==> config.mk <==
export PLATFORM = sky130hd
export DESIGN_NAME = dense_layer_engine
export DESIGN_NICKNAME = d
export VERILOG_FILES = /design/src/rtl/dense_layer_engine.sv
export SDC_FILE = /design/constraint.sdc
export NUM_CORES = 2
export LEC_CHECK = 0
export ABC_AREA = 1
export ABC_CLOCK_PERIOD_IN_PS = 8000
export CAP_MARGIN = 20
export CORE_ASPECT_RATIO = 1.4
export CORE_MARGIN = 3
export CORE_UTILIZATION = 35
export CTS_CLUSTER_DIAMETER = 100
export DETAILED_ROUTE_END_ITERATION = 7
export HOLD_SLACK_MARGIN = 0.05
export MAX_ROUTING_LAYER = met4
export PLACE_DENSITY = 0.5
export SLEW_MARGIN = 10
export SYNTH_ARGS = -nofsm -noshare
export SYNTH_HDL_FRONTEND = slang
export SYNTH_SLANG_ARGS = --single-unit
==> constraint.sdc <==
create_clock -name clk -period 8 [get_ports clk]
set_clock_uncertainty 0.05 [all_clocks]
set_input_delay 1.2 -clock clk [delete_from_list [all_inputs] [get_ports clk]]
set_output_delay 1.2 -clock clk [all_outputs]
set_load 0.01 [all_outputs]
==> src/rtl/dense_layer_engine.sv <==
// Time-multiplexed fully-connected layer: one signed MAC walks N_IN inputs per
// neuron and streams saturated, optionally rectified results under valid/ready.
module dense_layer_engine #(
    parameter int N_IN       = 784,
    parameter int N_OUT      = 10,
    parameter int IN_W       = 32,
    parameter int B_W        = 32,
    parameter int ACC_W      = 80,
    parameter int OUT_W      = 40,
    parameter int FRAC_SHIFT = 0,
    localparam int XA_W = $clog2(N_IN),
    localparam int WA_W = $clog2(N_IN * N_OUT),
    localparam int YA_W = $clog2(N_OUT)
) (
    input  logic                    clk,
    input  logic                    rstn,
    input  logic                    start,
    input  logic                    act_relu,
    output logic                    busy,
    output logic                    done,
    output logic [XA_W-1:0]         x_addr,
    input  logic signed [IN_W-1:0]  x_data,
    output logic [WA_W-1:0]         w_addr,
    input  logic signed [IN_W-1:0]  w_data,
    output logic [YA_W-1:0]         b_addr,
    input  logic signed [B_W-1:0]   b_data,
    output logic                    y_valid,
    input  logic                    y_ready,
    output logic [YA_W-1:0]         y_idx,
    output logic signed [OUT_W-1:0] y_data
);

    typedef enum logic [2:0] {IDLE, BIAS, MAC, DRAIN, OUT} state_t;

    localparam logic [XA_W-1:0] LAST_I = XA_W'(N_IN - 1);
    localparam logic [YA_W-1:0] LAST_J = YA_W'(N_OUT - 1);
    localparam logic signed [ACC_W-1:0] SAT_MAX = {{(ACC_W-OUT_W+1){1'b0}}, {(OUT_W-1){1'b1}}};
    localparam logic signed [ACC_W-1:0] SAT_MIN = {{(ACC_W-OUT_W+1){1'b1}}, {(OUT_W-1){1'b0}}};

    state_t                  state, state_nx;
    logic                    relu_q;
    logic [WA_W-1:0]         w_base;
    logic signed [ACC_W-1:0] acc;
    logic signed [2*IN_W-1:0] prod;
    logic signed [ACC_W-1:0] prod_ext;
    logic signed [ACC_W-1:0] bias_ext;
    logic signed [ACC_W-1:0] acc_sum;
    logic                    accept;
    logic                    handshake;

    function automatic logic signed [ACC_W-1:0] scale_relu(input logic signed [ACC_W-1:0] v,
                                                            input logic relu);
        logic signed [ACC_W-1:0] r;
        r = v >>> FRAC_SHIFT;
        if (relu && r[ACC_W-1]) r = '0;
        return r;
    endfunction

    function automatic logic signed [OUT_W-1:0] saturate(input logic signed [ACC_W-1:0] v);
        if (v > SAT_MAX) return SAT_MAX[OUT_W-1:0];
        if (v < SAT_MIN) return SAT_MIN[OUT_W-1:0];
        return v[OUT_W-1:0];
    endfunction

    // A start coinciding with the done pulse must not retrigger the engine.
    assign accept    = (state == IDLE) && start && !done;
    assign handshake = y_valid && y_ready;

    assign prod     = x_data * w_data;
    assign prod_ext = {{(ACC_W-2*IN_W){prod[2*IN_W-1]}}, prod};
    assign bias_ext = {{(ACC_W-B_W){b_data[B_W-1]}}, b_data};
    assign acc_sum  = acc + prod_ext;

    always_comb begin
        state_nx = state;
        case (state)
            IDLE:    if (accept) state_nx = BIAS;
            BIAS:    state_nx = MAC;
            MAC:     if (x_addr == LAST_I) state_nx = DRAIN;
            DRAIN:   state_nx = OUT;
            OUT:     if (handshake) state_nx = (b_addr == LAST_J) ? IDLE : BIAS;
            default: state_nx = IDLE;
        endcase
    end

    // b_addr doubles as the neuron counter j; x_addr doubles as the input counter i.
    always_ff @(posedge clk or negedge rstn) begin
        if (!rstn) begin
            state   <= IDLE;
            relu_q  <= 1'b0;
            busy    <= 1'b0;
            done    <= 1'b0;
            x_addr  <= '0;
            w_addr  <= '0;
            b_addr  <= '0;
            w_base  <= '0;
            acc     <= '0;
            y_valid <= 1'b0;
            y_idx   <= '0;
            y_data  <= '0;
        end else begin
            state <= state_nx;
            done  <= 1'b0;
            case (state)
                IDLE: begin
                    if (accept) begin
                        relu_q <= act_relu;
                        busy   <= 1'b1;
                        b_addr <= '0;
                        w_base <= '0;
                    end
                end
                BIAS: begin
                    x_addr <= '0;
                    w_addr <= w_base;
                end
                // Read data lags the address by one cycle, so the first MAC cycle
                // consumes the bias and each later one the previous address's product.
                MAC: begin
                    acc <= (x_addr == '0) ? bias_ext : acc_sum;
                    if (x_addr != LAST_I) begin
                        x_addr <= x_addr + XA_W'(1);
                        w_addr <= w_addr + WA_W'(1);
                    end
                end
                DRAIN: begin
                    acc     <= acc_sum;
                    y_data  <= saturate(scale_relu(acc_sum, relu_q));
                    y_idx   <= b_addr;
                    y_valid <= 1'b1;
                end
                OUT: begin
                    if (handshake) begin
                        y_valid <= 1'b0;
                        if (b_addr == LAST_J) begin
                            busy <= 1'b0;
                            done <= 1'b1;
                        end else begin
                            b_addr <= b_addr + YA_W'(1);
                            w_base <= w_base + WA_W'(N_IN);
                        end
                    end
                end
                default: ;
            endcase
        end
    end

endmodule

==> impl_metrics.tcl <==
set metrics [dict create \
    tritoncts "done" \
    clockBufferDepth 2 \
    cts_root_buf "clkbuf_16" \
    synth-edff-count 0 \
    worst_slack_ns -1.25 \
    clock_latency_ns 0.52 \
    grt_pass1_vias 51700 \
    grt_usage_pct 25.1 \
    min_path_type "flip-flop to flip-flop" \
    setup-tns-final_ns -57.25 \
    setup_viol 91 \
    synthDistinctLibCells 47 \
    cp-end-kind "flip-flop" \
    ys_seq_area_share_pct 7.55 \
    arrival_ns 9.64 \
    synthCells 6930 \
    violations "negative setup slack" \
    synthArstFlopShare_pct 100 \
    numCtsBuffers 17 \
    grt_use_met3_pct 1.86 \
    viasPerCell 4.67 \
    synthSimpleGateAreaFrac_pct 16.8 \
    h-tree-depth 4 \
    overflow 0 \
    path_buf_inv 16 \
    cpMaxStageDelayCell "fa_2" \
    cap_violations 0 \
    drt-pass1-iter-count 6 \
    path_class "input port to flip-flop" \
    met1_usage_pct 29.2 \
    synthTopCellsByArea "fa_1 (49%), inv_1 (14%), nand2_1 (12%)" \
    rsz0062_at_grt "yes" \
    dr.first_iter.drc_count 2223 \
    num-nets-final 9577 \
    netlist_area_mm2 0.0554 \
    grt_max_degree 108 \
    dieWidth_um 342 \
    hpwlAfterDp_um 167000 \
    synth.most_common_cell "inv_1" \
    synth-compound-area-share_pct 4.66 \
    synth.avg_cell_area_um2 7.99 \
    ys_top_cells_by_count "inv_1 (2,074), nand2_1 (1,788), fa_1 (1,348), nor2_1 (319), ha_1 (257)" \
    start_util_pct 35.2 \
    clock_sinks 167 \
    worst_setup_path_start_kind "input port" \
    synthXorXnorAreaFrac_pct 0.443 \
    clk_pin_slew_worst_paths_ns 0.07 \
    synth_top_family_by_area "adder cells" \
    routabilityCongestion 0.968 \
    area_growth_pct 29.0 \
    coreArea_mm2 0.157 \
    pin_count 175 \
    drc_errors 0 \
    final_hold_viol_count 0 \
    clock.fmax_ghz 0.108 \
    post-route-period-util_pct 116 \
    syn_nets 8636 \
    grt_busiest_layer "met2" \
    path_max_fanout 8 \
    synth_ff_type "dfrtp_1" \
    worstMarginPinSlew_ns 1.03 \
    maxSlewViolCount 0 \
    drive_gt1_share_pct 20.2 \
    slowest_delay_ns 0.59 \
    yosys.area_share.adder_pct 54.5 \
    max_slew_margin_pct 31.2 \
    finish.utilization_pct 45.5 \
    synth_top_area_share_pct 48.7 \
    die_y_um 477 \
    wl_um 196000 \
    post-route-min-period_ns 9.25 \
    dp.cells 9847 \
    dieArea_mm2 0.163 \
    critPathTopFamily "adder cells" \
    grt_pass1_wl_um 303000 \
    final_cells 9974 \
    antenna_left 0 \
    post_drt_wl_per_cell_um 19.7 \
    synth.area.mux_share_pct 0 \
    worst_ep_required_time_ns 8.39 \
    final_cell_area_mm2 0.0714 \
    vias 46500 \
    synth_top_area_cell "fa_1" \
    ys_seq_elements 167 \
    antenna_found_initial 2 \
    status "finished with violations" \
    io_buffers 174 \
    postPlaceCellArea_mm2 0.0675 \
    yosysWarnings 0 \
    num_rows 172 \
    use_met2_pct 45.0 \
]
[cells by family after synthesis]
logic type,count (synthesis)
buffers and inverters,2336
flip-flops,167
XOR/XNOR,28
AO/OA/AOI/OAI,443
adder cells (fa/ha/maj),1605
AND/OR/NAND/NOR,2351
[through the flow]
| step | hold WS [ns] | setup WS (ns) |
|---|---|---|
| 3_3_place_gp | 0.411 | -2.51 |
| 6_report | 0.429 | -1.25 |
| 5_1_grt | 0.449 | -1.50 |
| 4_1_cts | 0.433 | -1.23 |
| 3_5_place_dp | 0.423 | -2.48 |
| 2_1_floorplan | 0.378 | -1.07 |
[final timing paths]
check | from | end | slack, ns | cells after the start
min in group asynchronous | rstn | x_addr[7] | 0.74 | 1
setup reg to reg | acc[22] | y_data[9] | -0.26 | 39
setup / recovery | x_data[31] | y_data[9] | -1.25 | 43
max in group asynchronous | rstn | acc[22] | 5.53 | 2
hold / removal | w_base[12] | w_base[12] | 0.43 | 1
hold reg to reg | w_base[12] | w_base[12] | 0.43 | 1
[timing repair]
action,in CTS,in global routing
gates cloned,14,13
hold buffers,0,0
buffers inserted,29,39
pin swaps,44,93
setup endpoints to repair,102,103
resized for setup,361,225
[metal layers]
layer,up-vias,part of all wire (%)
li1,21500,-
met1,23800,39
met2,965,53
met3,300,3.1
met4,0,5.2
met5,-,0
[area by class of cell]
| class | instances | area, um^2 |
|---|---|---|
| sequential | 167 | 4180 |
| clock buffer | 17 | 425 |
| tap | 2088 | 2610 |
| timing repair buffer | 1168 | 11300 |
| fill | 15900 | 85700 |
| antenna | 2 | 5.00 |
| multi-input combinational | 4427 | 44800 |
| clock inverter | 15 | 184 |
| inverter | 2090 | 7870 |
[flip-flops by register name, summed over array words and instances, names as in the netlist, 3 cells and up]
name	cells
acc	80
w_base	9
w_addr	13
y_idx	4
y_data	40
b_addr	4
state	3
x_addr	10
[cell usage in the layout, fill, tap and decap left out, types with 19 or more instances in the layout]
| master | netlist | routed |
|---|---|---|
| dfrtp_1 | 167 | 167 |
| nand4_1 | 31 | 31 |
| inv_2 | 13 | 45 |
| nand2_2 | 10 | 118 |
| fa_1 | 1348 | 1311 |
| nand3_1 | 126 | 109 |
| buf_6 | 6 | 30 |
| o21ai_1 | 3 | 19 |
| buf_12 | 2 | 119 |
| clkbuf_16 | 0 | 30 |
| a21oi_1 | 186 | 129 |
| ha_1 | 257 | 204 |
| nor2_1 | 319 | 229 |
| nand2_1 | 1788 | 1655 |
| o22ai_1 | 23 | 23 |
| nand2_4 | 0 | 23 |
| nor2_2 | 11 | 62 |
| buf_4 | 0 | 818 |
| o21ai_0 | 111 | 86 |
| a21oi_2 | 22 | 69 |
| inv_1 | 2074 | 2034 |
| fa_2 | 0 | 37 |
| nor2_4 | 1 | 40 |
| clkdlybuf4s50_1 | 0 | 142 |
| ha_4 | 0 | 52 |
| a22oi_1 | 50 | 40 |
[worst reg2reg max path, delay by kind of cell, from the launching register on]
family,cells,cell delay (ns)
compound gates,3,0.38
fa+ha+maj,9,4.44
flops,1,0.37
buf+inv,14,1.52
simple gates,13,1.42
Power is not shown: default switching activity piles up to over one toggle a cycle in this logic, so the estimate is an artifact.
